### config.mk
export PLATFORM = sky130hd
export DESIGN_NAME = fifo_ctrl
export DESIGN_NICKNAME = d
export VERILOG_FILES = /design/src/rtl/fifo_ctrl.sv
export SDC_FILE = /design/constraint.sdc
export NUM_CORES = 1
export LEC_CHECK = 0
export BUFFER_PORTS_ARGS = -buffer_cell sky130_fd_sc_hd__buf_2
export CAP_MARGIN = 10
export CORE_AREA = 2 2 118 120
export DETAILED_ROUTE_END_ITERATION = 10
export DIE_AREA = 0 0 120 122
export PLACE_DENSITY = 0.61
export SLEW_MARGIN = 20
export SYNTH_ARGS = -nofsm -noshare
export SYNTH_HDL_FRONTEND = slang
export SYNTH_SLANG_ARGS = --single-unit
### constraint.sdc
create_clock -name clk_i -period 3.25 [get_ports clk_i]
set_clock_uncertainty 0.15 [all_clocks]
set_input_delay 0.325 -clock clk_i [delete_from_list [all_inputs] [get_ports clk_i]]
set_output_delay 0.325 -clock clk_i [all_outputs]
set_load 0.005 [all_outputs]
### src/rtl/fifo_ctrl.sv
// fifo_ctrl: parametrised synchronous FIFO with fill level, almost-full /
// almost-empty thresholds, guarded accesses, sticky overflow / underflow
// flags and a selectable first-word fall-through or registered read port.
module fifo_ctrl #(
    parameter int C_FIFO_WIDTH   = 32,
    parameter int C_FIFO_DEPTH_X = 2,
    parameter int C_AF_LEVEL     = (2 ** C_FIFO_DEPTH_X) - 1,
    parameter int C_AE_LEVEL     = 1,
    parameter int C_FWFT         = 1
) (
    input  logic                      clk_i,
    input  logic                      reset_i,
    input  logic                      clk_en_i,
    input  logic                      flush_i,
    input  logic                      wr_i,
    input  logic [C_FIFO_WIDTH-1:0]   din_i,
    input  logic                      rd_i,
    output logic [C_FIFO_WIDTH-1:0]   dout_o,
    output logic                      dout_valid_o,
    output logic                      empty_o,
    output logic                      full_o,
    output logic                      almost_empty_o,
    output logic                      almost_full_o,
    output logic [C_FIFO_DEPTH_X:0]   level_o,
    output logic                      overflow_o,
    output logic                      underflow_o
);

    localparam int C_FIFO_DEPTH = 2 ** C_FIFO_DEPTH_X;
    localparam int C_PTR_W      = C_FIFO_DEPTH_X + 1;

    // Reject illegal configurations while elaborating.
    if (C_FIFO_WIDTH < 1) begin : g_bad_width
        $error("fifo_ctrl: C_FIFO_WIDTH must be >= 1");
    end
    if (C_FIFO_DEPTH_X < 1) begin : g_bad_depth
        $error("fifo_ctrl: C_FIFO_DEPTH_X must be >= 1");
    end
    if (C_AF_LEVEL < 1 || C_AF_LEVEL > C_FIFO_DEPTH) begin : g_bad_af
        $error("fifo_ctrl: C_AF_LEVEL must be in 1..C_FIFO_DEPTH");
    end
    if (C_AE_LEVEL < 0 || C_AE_LEVEL > C_FIFO_DEPTH - 1) begin : g_bad_ae
        $error("fifo_ctrl: C_AE_LEVEL must be in 0..C_FIFO_DEPTH-1");
    end
    if (C_FWFT != 0 && C_FWFT != 1) begin : g_bad_fwft
        $error("fifo_ctrl: C_FWFT must be 0 or 1");
    end

    logic [C_FIFO_WIDTH-1:0]   r_mem [C_FIFO_DEPTH];
    logic [C_PTR_W-1:0]        r_wr_ptr;
    logic [C_PTR_W-1:0]        r_rd_ptr;
    logic                      r_overflow;
    logic                      r_underflow;

    logic [C_PTR_W-1:0]        w_level;
    logic                      w_empty;
    logic                      w_full;
    logic                      w_rd_acc;
    logic                      w_wr_acc;
    logic                      w_update;
    logic [C_PTR_W-2:0]        w_wr_idx;
    logic [C_PTR_W-2:0]        w_rd_idx;

    // Status is derived only from registered pointers; the wrap bit makes
    // full and empty distinguishable when the index bits are equal.
    assign w_level  = r_wr_ptr - r_rd_ptr;
    assign w_empty  = (w_level == '0);
    assign w_full   = (w_level == C_PTR_W'(C_FIFO_DEPTH));
    assign w_rd_acc = rd_i & ~w_empty;
    // A write into a full FIFO is safe when a pop frees the slot in the same cycle.
    assign w_wr_acc = wr_i & (~w_full | rd_i);
    assign w_update = clk_en_i & ~flush_i;
    assign w_wr_idx = r_wr_ptr[C_PTR_W-2:0];
    assign w_rd_idx = r_rd_ptr[C_PTR_W-2:0];

    assign empty_o        = w_empty;
    assign full_o         = w_full;
    assign level_o        = w_level;
    assign almost_full_o  = (w_level >= C_PTR_W'(C_AF_LEVEL));
    assign almost_empty_o = (w_level <= C_PTR_W'(C_AE_LEVEL));
    assign overflow_o     = r_overflow;
    assign underflow_o    = r_underflow;

    // Pointer advance on accepted accesses; flush rewinds both to zero.
    always_ff @(posedge clk_i or posedge reset_i) begin
        if (reset_i) begin
            // NOTE: sequential state uses non-blocking assignments so every
            // register samples pre-edge values regardless of block ordering.
            r_wr_ptr <= '0;
            r_rd_ptr <= '0;
        end else if (clk_en_i) begin
            if (flush_i) begin
                r_wr_ptr <= '0;
                r_rd_ptr <= '0;
            end else begin
                if (w_wr_acc) r_wr_ptr <= r_wr_ptr + 1'b1;
                if (w_rd_acc) r_rd_ptr <= r_rd_ptr + 1'b1;
            end
        end
    end

    // Sticky error flags, cleared only by flush or reset.
    always_ff @(posedge clk_i or posedge reset_i) begin
        if (reset_i) begin
            r_overflow  <= 1'b0;
            r_underflow <= 1'b0;
        end else if (clk_en_i) begin
            if (flush_i) begin
                r_overflow  <= 1'b0;
                r_underflow <= 1'b0;
            end else begin
                if (wr_i & ~w_wr_acc) r_overflow  <= 1'b1;
                if (rd_i & w_empty)   r_underflow <= 1'b1;
            end
        end
    end

    // Storage array write port.
    // NOTE: the array has no reset; clearing it would turn a RAM into flops
    // and the pointers alone already define which entries are meaningful.
    always_ff @(posedge clk_i) begin
        if (w_update && w_wr_acc) r_mem[w_wr_idx] <= din_i;
    end

    if (C_FWFT == 1) begin : g_fwft
        // Head word is presented combinationally; rd_i acknowledges it.
        assign dout_o       = r_mem[w_rd_idx];
        assign dout_valid_o = ~w_empty;
    end else begin : g_reg
        logic [C_FIFO_WIDTH-1:0] r_dout;
        logic                    r_dout_valid;

        // Registered read port: load the head on a pop, pulse valid for one cycle.
        always_ff @(posedge clk_i or posedge reset_i) begin
            if (reset_i) begin
                r_dout       <= '0;
                r_dout_valid <= 1'b0;
            end else if (clk_en_i) begin
                if (flush_i) begin
                    r_dout_valid <= 1'b0;
                end else begin
                    r_dout_valid <= w_rd_acc;
                    if (w_rd_acc) r_dout <= r_mem[w_rd_idx];
                end
            end
        end

        assign dout_o       = r_dout;
        assign dout_valid_o = r_dout_valid;
    end

endmodule

Word-level counts from Yosys, hierarchy flattened
Memories as Yosys holds them, arrays and structs flattened.
Index checks and enable logic that the tools add are counted.

cells by class
  $add $sub $neg = 3
  order comparisons = 2
  eq/ne operators = 1
  mux-type cells = 10
  bitwise gates (word level) = 10
  reductions and logical operators = 10

operator list
  cell                                                 count
  two-way mux 3 bit                                    4
  AND reduction 2 bit                                  4
  nonzero test 2 bit                                   4
  adder 3 x 1 -> 3 bit, second input constant          2
  two-way mux 1 bit                                    6
  bitwise AND 1 bit                                    5
  NOT 1 bit                                            4
  == test 3 bit, second input constant                 1
  >= comparator 3 x 2 -> 1 bit, second input constant  1
  <= comparator 3 x 1 -> 1 bit, second input constant  1
  zero test 3 bit                                      1
  subtractor 3 bit                                     1
  logical AND 1 bit                                    1
  bitwise OR 1 bit                                     1

storage, ports and cells
  flip-flop bits (word level) = 8
  RAM bits = 128
  input bits = 38
  output and inout port bits = 42
  logic and storage cells = 41
  memories = 1

memory list
  memory  words  width  rd ports  clocked after Yosys merged registers in  write ports  line  text
  r_mem   4      32     1         0                                        1            49    logic [C_FIFO_WIDTH-1:0] r_mem [C_FIFO_DEPTH];

Depth between registers and ports, before layout
Gate-level depths: netlist of run 1.

  depth after elaboration = 9
  gate-level depth with buffers = 7
  gate-level depth less buffers = 7

Worst setup path before layout of run 1
OpenSTA, ideal clock, no wires.

  path type = register to register
  start = register r_wr_ptr[0]
  end = memory r_mem[3][0] (enable)
  setup time = 0.421 ns
  arrival = 2.994 ns
  slack = -0.315 ns
  stages on the path, launching flop included = 7
  path through = dfrtp_1 -> inv_1 -> ha_1 -> fa_1 -> xnor3_2 -> o311ai_0 -> nor2_1

between the ends
  cells in the longest elaborated chain, start to end = 8

RTL lines
  what                                     line  text
  start: declaration                       50    logic [C_PTR_W-1:0] r_wr_ptr;
  start signal: assignment                 96    if (w_wr_acc) r_wr_ptr <= r_wr_ptr + 1'b1;
  subtractor 3 bit                         66    assign w_level = r_wr_ptr - r_rd_ptr;
  == test 3 bit                            68    assign w_full = (w_level == C_PTR_W'(C_FIFO_DEPTH));
  NOT 1 bit                                71    assign w_wr_acc = wr_i & (~w_full | rd_i);
  bitwise OR 1 bit                         71
  bitwise AND 1 bit                        71
  logical AND 1 bit                        122   if (w_update && w_wr_acc) r_mem[w_wr_idx] <= din_i;
  two-way mux 1 bit                        122
  two-way mux 1 bit (not written as such)  122
  end: declaration                         49

Several ways; a longest one is shown, not always the timed one.

Final worst setup path of run 1
  start = register r_wr_ptr[0]
  end = memory r_mem[1][13] (enable)

The elaborated chain is that of the path after synthesis.

==> reports/results.ini, run 1 <==
[pwr]
powerDensity_nw_per_um2 = 715
swShare = 0.245
p_sw_mw = 1.19
combPwrFrac = 0.197
intPower_mw = 3.67
p_clk_frac = 0.387
seqPwrFrac = 0.417
p_leak_nw = 2.39
peakVddDrop_uv = 358

[placement]
io_buffers = 79
gp_congestion = 0.743
place_area_sq_um = 5860
hpwl_um = 6080

[logic_synthesis]
synth_seq_cells = 136
ys_warn_count = 0
syn_nets = 282
yosysSeqAreaShare = 0.774
syn_area_sq_um = 5220
synth_edf_count = 128
yosysTopAreaCellShare = 0.736
avgSynthCellArea_sq_um = 22.0
async_flop_share = 0.0588
synth_cell_types = 29
synthTopCellsByArea = edfxtp_1 74%, mux4_2 14%, dfrtp_1 3.8%
synthFlopType = edfxtp_1
yosys.area.top_type = edfxtp_1
synthCells = 237

[die]
initial_core_util = 0.387
die_h_um = 122
rows = 43
dieArea_sq_um = 14600
io_pins = 80
core-area_sq_um = 13500
dieWidth_um = 120

[routing]
routed_wl_um = 10100
dr_total_vias = 2745
final_antenna_net_count = 0
wire_per_inst_um = 18.2
dr.pass1.iters = 4
viasPerCell = 4.93
drt-initial-drc-count = 247
drc = 0

[outcome]
status = complete, no violations

[final_layout]
mostFrequentLayoutCells = 128 x edfxtp_1, 79 x buf_2, 32 x mux4_2, 32 x dlygate4sd3_1, 17 x clkbuf_16
fin_area_sq_um = 6790
antenna_cells = 0
nets = 409
final_common_cell = edfxtp_1
area_growth_pct = 30.0
drive_gt1_frac = 0.403
fillers = 1125
fin_util = 0.503

[sta]
slew_viol_final = 0
final-setup-viol-count = 0
slew_headroom = 0.410
tns_ns = 0
hold_viol_final = 0
rsz0062_at_grt = false
fin_crit_sh = 0.919
fmax_mhz = 335
period_needed_ns = 2.99
tightest_slew_ns = 0.885

[clock_tree]
clock_latency_ns = 0.41
htreeDepth = 4
clk_path_buf_depth = 2
clockRootBuffer = clkbuf_16
clk_pin_slew_ns = 0.05
cts_setup_buffers = 0
numClockSinks = 136
tritoncts = done
cts_buffers = 17

[global_routing]
grt_antenna_before_repair = 0
grt_overflow = 0
grt_pass1_wl_um = 15800
grt_max_degree = 36
grt_pass1_vias = 2923
grt_usage = 0.150

[flow_run]
max-cap-violations = 0

[critical_path]
cp_max_fo = 32
crit_type = flop to flop
worst_setup_path_end_kind = flop
critPathArrivalTime_ns = 2.87
crit_required_ns = 3.13
start_kind = flop

[min_path]
hold_class = primary input to flop

[stage by stage]
| stage | instances | hold WS [ns] | power, mW | setup slack (ns) |
|---|---|---|---|---|
| after floorplan | 237 | -0.00934 | 2.60 | 0.183 |
| after global placement | 492 | 0.142 | 2.99 | 0.154 |
| after detailed placement | 492 | 0.154 | 3.01 | 0.0808 |
| after CTS | 556 | 0.00164 | 4.92 | 0.0665 |
| after global routing | 557 | 0.0141 | 5.07 | 0.00854 |
| final | 557 | 0.0161 | 4.86 | 0.264 |
[logic make-up (layout without fill, tap and decap cells)]
logic type      after synthesis  in the layout  share of synthesized area
compound gates               18             18                     0.0266
xor+xnor                      1              1                    0.00455
fa+ha+maj                     7              7                     0.0182
buf+inv                      18            158                     0.0139
flops                       136            136                      0.774
mux                          32             32                      0.138
simple gates                 25             25                     0.0247
[final timing paths]
path                                   from            to  depth (start not counted)  slack [ns]
worst min-delay path              din_i[30]  r_mem[2][30]                          1        0.02
worst min register to register   overflow_o    overflow_o                          1        0.35
min in group asynchronous           reset_i   r_rd_ptr[2]                          3        0.25
worst max register to register  r_wr_ptr[0]  r_mem[1][13]                          6        0.26
max in group asynchronous           reset_i   r_rd_ptr[0]                          3        2.43
worst max-delay path            r_wr_ptr[0]  r_mem[1][13]                          6        0.26
[cell usage after synthesis (2+ instances only)]
library cell	n
a311o_1	2
and2_1	4
buf_2	4
clkbuf_1	5
dfrtp_1	8
edfxtp_1	128
ha_1	6
inv_1	9
mux4_2	32
nand2_1	9
nand2b_1	2
nor2_1	4
nor2b_1	3
o21a_1	2
o21ai_0	3
o2bb2ai_1	2
o311a_1	2
[area by class of cell]
type | count | area, sq um | area share
flip-flops and latches | 136 | 4050 | 0.596
multi-input cells | 83 | 1120 | 0.165
repair buffers | 117 | 781 | 0.115
clock buffers | 18 | 429 | 0.0632
well taps | 180 | 225 | 0.0332
clock inverters | 14 | 156 | 0.0230
inverters | 9 | 33.8 | 0.00498
[per-layer routing]
metal / share of wire / vias up / track usage
met2: 0.50 / 87 / 0.244
li1: - / 1245 / -
met1: 0.44 / 1403 / 0.191
met3: 0.048 / 10 / 0.0440
met4: 0.013 / 0 / 0.0596
met5: 0 / - / 0
[critical path, stage by stage (launching register included)]
cell and delay (ns):
dfrtp_1 0.39, inv_1 0.11, ha_1 0.22, fa_1 0.38, xnor3_2 0.32, o311a_1 0.26, and2_2 0.76
[registers in the layout, summed over array words and instances, names as in the netlist]
name	flops
overflow_o	1
r_mem	128
r_rd_ptr	3
r_wr_ptr	3
underflow_o	1
[power by group through the flow]
stage	clock network (mW)	logic (mW)	registers [mW]
after floorplan	0	0.541	2.05
after global placement	0	0.937	2.06
after global routing	1.98	1.06	2.03
final	1.88	0.955	2.02
after CTS	1.91	0.980	2.03
after detailed placement	0	0.945	2.06
[timing repair]
item	in CTS	in global routing
hold buffers	32	0
gates resized for setup	0	0
setup endpoints to repair	0	0
hold endpoints to repair	132	0
Note: power is estimated with default switching activity, not from simulation.
==> run 2, diff against run 1 <==
Settings changed: CELL_PAD_IN_SITES_DETAIL_PLACEMENT set to 1, CELL_PAD_IN_SITES_GLOBAL_PLACEMENT set to 2, CORE_AREA 2 2 118 120 to 2 2 107 135, DIE_AREA 0 0 120 122 to 0 0 109 137, PLACE_DENSITY 0.61 to 0.74.
==> reports/results.ini, run 2 (synthesized netlist as in run 1, its figures left out) <==
[final_layout]
area_growth_pct = 28.5
instances_no_fill = 552
fin_area_sq_um = 6710
nets = 409
drive_gt1_frac = 0.414
antenna_cells = 0
regMostFlops = r_mem
final_common_cell = edfxtp_1
mostFrequentLayoutCells = 128 x edfxtp_1, 79 x buf_2, 32 x mux4_2, 32 x dlygate4sd3_1, 17 x clkbuf_16
largest_reg_flops = 128
fin_util = 0.492
top_regs = r_mem (128), r_rd_ptr (3), r_wr_ptr (3)

[global_routing]
grt_pass1_vias = 2931
grt_max_degree = 36
grt_pass1_wl_um = 16300
grt_overflow = 0
grt_usage = 0.153
grt_antenna_before_repair = 0

[pwr]
intPower_mw = 3.45
p_sw_mw = 1.24
seqPwrFrac = 0.432
swShare = 0.265
p_leak_nw = 2.35
powerDensity_nw_per_um2 = 699
peakVddDrop_uv = 476
combPwrFrac = 0.206
p_clk_frac = 0.362

[critical_path]
crit_type = flop to flop
start_kind = flop
worst_setup_path_end_kind = flop
cp_max_fo = 32
crit_required_ns = 3.13
critPathArrivalTime_ns = 2.94

[sta]
slew_viol_final = 0
period_needed_ns = 3.06
rsz0062_at_grt = true
final-setup-viol-count = 0
fmax_mhz = 327
tns_ns = 0
fin_crit_sh = 0.942
slew_headroom = 0.401
hold_viol_final = 0
tightest_slew_ns = 0.899
hold_slack_ns = 0.0246

[die]
io_pins = 80
initial_core_util = 0.383
core-area_sq_um = 13600
die_h_um = 137
rows = 48
dieWidth_um = 109
dieArea_sq_um = 14900

[clock_tree]
tritoncts = done
clk_path_buf_depth = 2
clock_latency_ns = 0.41
clockRootBuffer = clkbuf_16
htreeDepth = 4
cts_setup_buffers = 0
cts_buffers = 17
clk_pin_slew_ns = 0.06
numClockSinks = 136

[routing]
drt-initial-drc-count = 130
dr.pass1.iters = 4
wire_per_inst_um = 19.7
dr_total_vias = 2760
final_antenna_net_count = 0
drc = 0
routed_wl_um = 10900
viasPerCell = 5.00

[placement]
hpwl_um = 6430
place_area_sq_um = 5850
io_buffers = 79
gp_congestion = 0.806
dp.cells = 487

[flow_run]
max-cap-violations = 0

[outcome]
status = complete, no violations

[min_path]
hold_class = primary input to flop

## run 2: changes by cell type in the layout (fill, tap and decap cells not counted)
cell,change
and2_4,+1
and2_2,-1
clkinv_2,+2
buf_16,-1
bufinv_16,-3
clkbuf_1,-1
nor2_4,+1
clkinv_1,-3
inv_6,+2
clkinvlp_4,+3
## run 2: worst max-delay path: stages, from the launching register on
cell and delay (ns):
dfrtp_1 0.40, inv_1 0.12, ha_1 0.22, fa_1 0.51
nand2_1 0.21, o311a_1 0.29, and2_2 0.78
## run 2: routing by layer
layer,up-vias,part of all wire,wire [um],GRT usage
li1,1237,-,-,-
met5,-,0,0,0
met3,10,0.052,563,0.0476
met4,0,0.011,116,0.0513
met2,85,0.51,5570,0.251
met1,1428,0.42,4620,0.192
## run 2: final cells by class
class / count / area, sq um
Fill cell: 1297 / 6920
Sequential cell: 136 / 4050
Multi-Input combinational cell: 84 / 1130
Timing Repair Buffer: 116 / 753
Clock buffer: 17 / 425
Tap cell: 175 / 219
Clock inverter: 15 / 105
Inverter: 9 / 33.8
## run 2: timing repair
item                                    4_1_cts  5_1_grt
hold buffers                                 32        0
resized for setup                             0        2
hold endpoints to repair                    131        0
endpoints found under the setup margin        0       62
## run 2: power by group through the flow
| stage | registers (mW) | logic [mW] | clock network [mW] |
|---|---|---|---|
| 3_5_place_dp | 2.06 | 0.951 | 0 |
| 2_1_floorplan | 2.05 | 0.541 | 0 |
| 4_1_cts | 2.03 | 0.990 | 1.73 |
| 5_1_grt | 2.03 | 1.07 | 1.81 |
| 6_report | 2.03 | 0.966 | 1.70 |
| 3_3_place_gp | 2.06 | 0.938 | 0 |
## run 2: final timing paths
check / start / to / slack (ns) / cells past startpoint
max in group asynchronous: reset_i / r_rd_ptr[1] / 2.41 / 3
hold / removal: din_i[21] / r_mem[1][21] / 0.02 / 1
min in group asynchronous: reset_i / r_rd_ptr[2] / 0.26 / 3
setup / recovery: r_wr_ptr[0] / r_mem[2][30] / 0.19 / 6
hold reg to reg: overflow_o / overflow_o / 0.36 / 1
setup reg to reg: r_wr_ptr[0] / r_mem[2][30] / 0.19 / 6
## run 2: through the flow
stage          setup WS (ns)  power (mW)
5_1_grt             -0.00368        4.91
4_1_cts                0.102        4.75
6_report               0.188        4.69
3_3_place_gp           0.139        3.00
3_5_place_dp          0.0898        3.01
2_1_floorplan          0.183        2.60
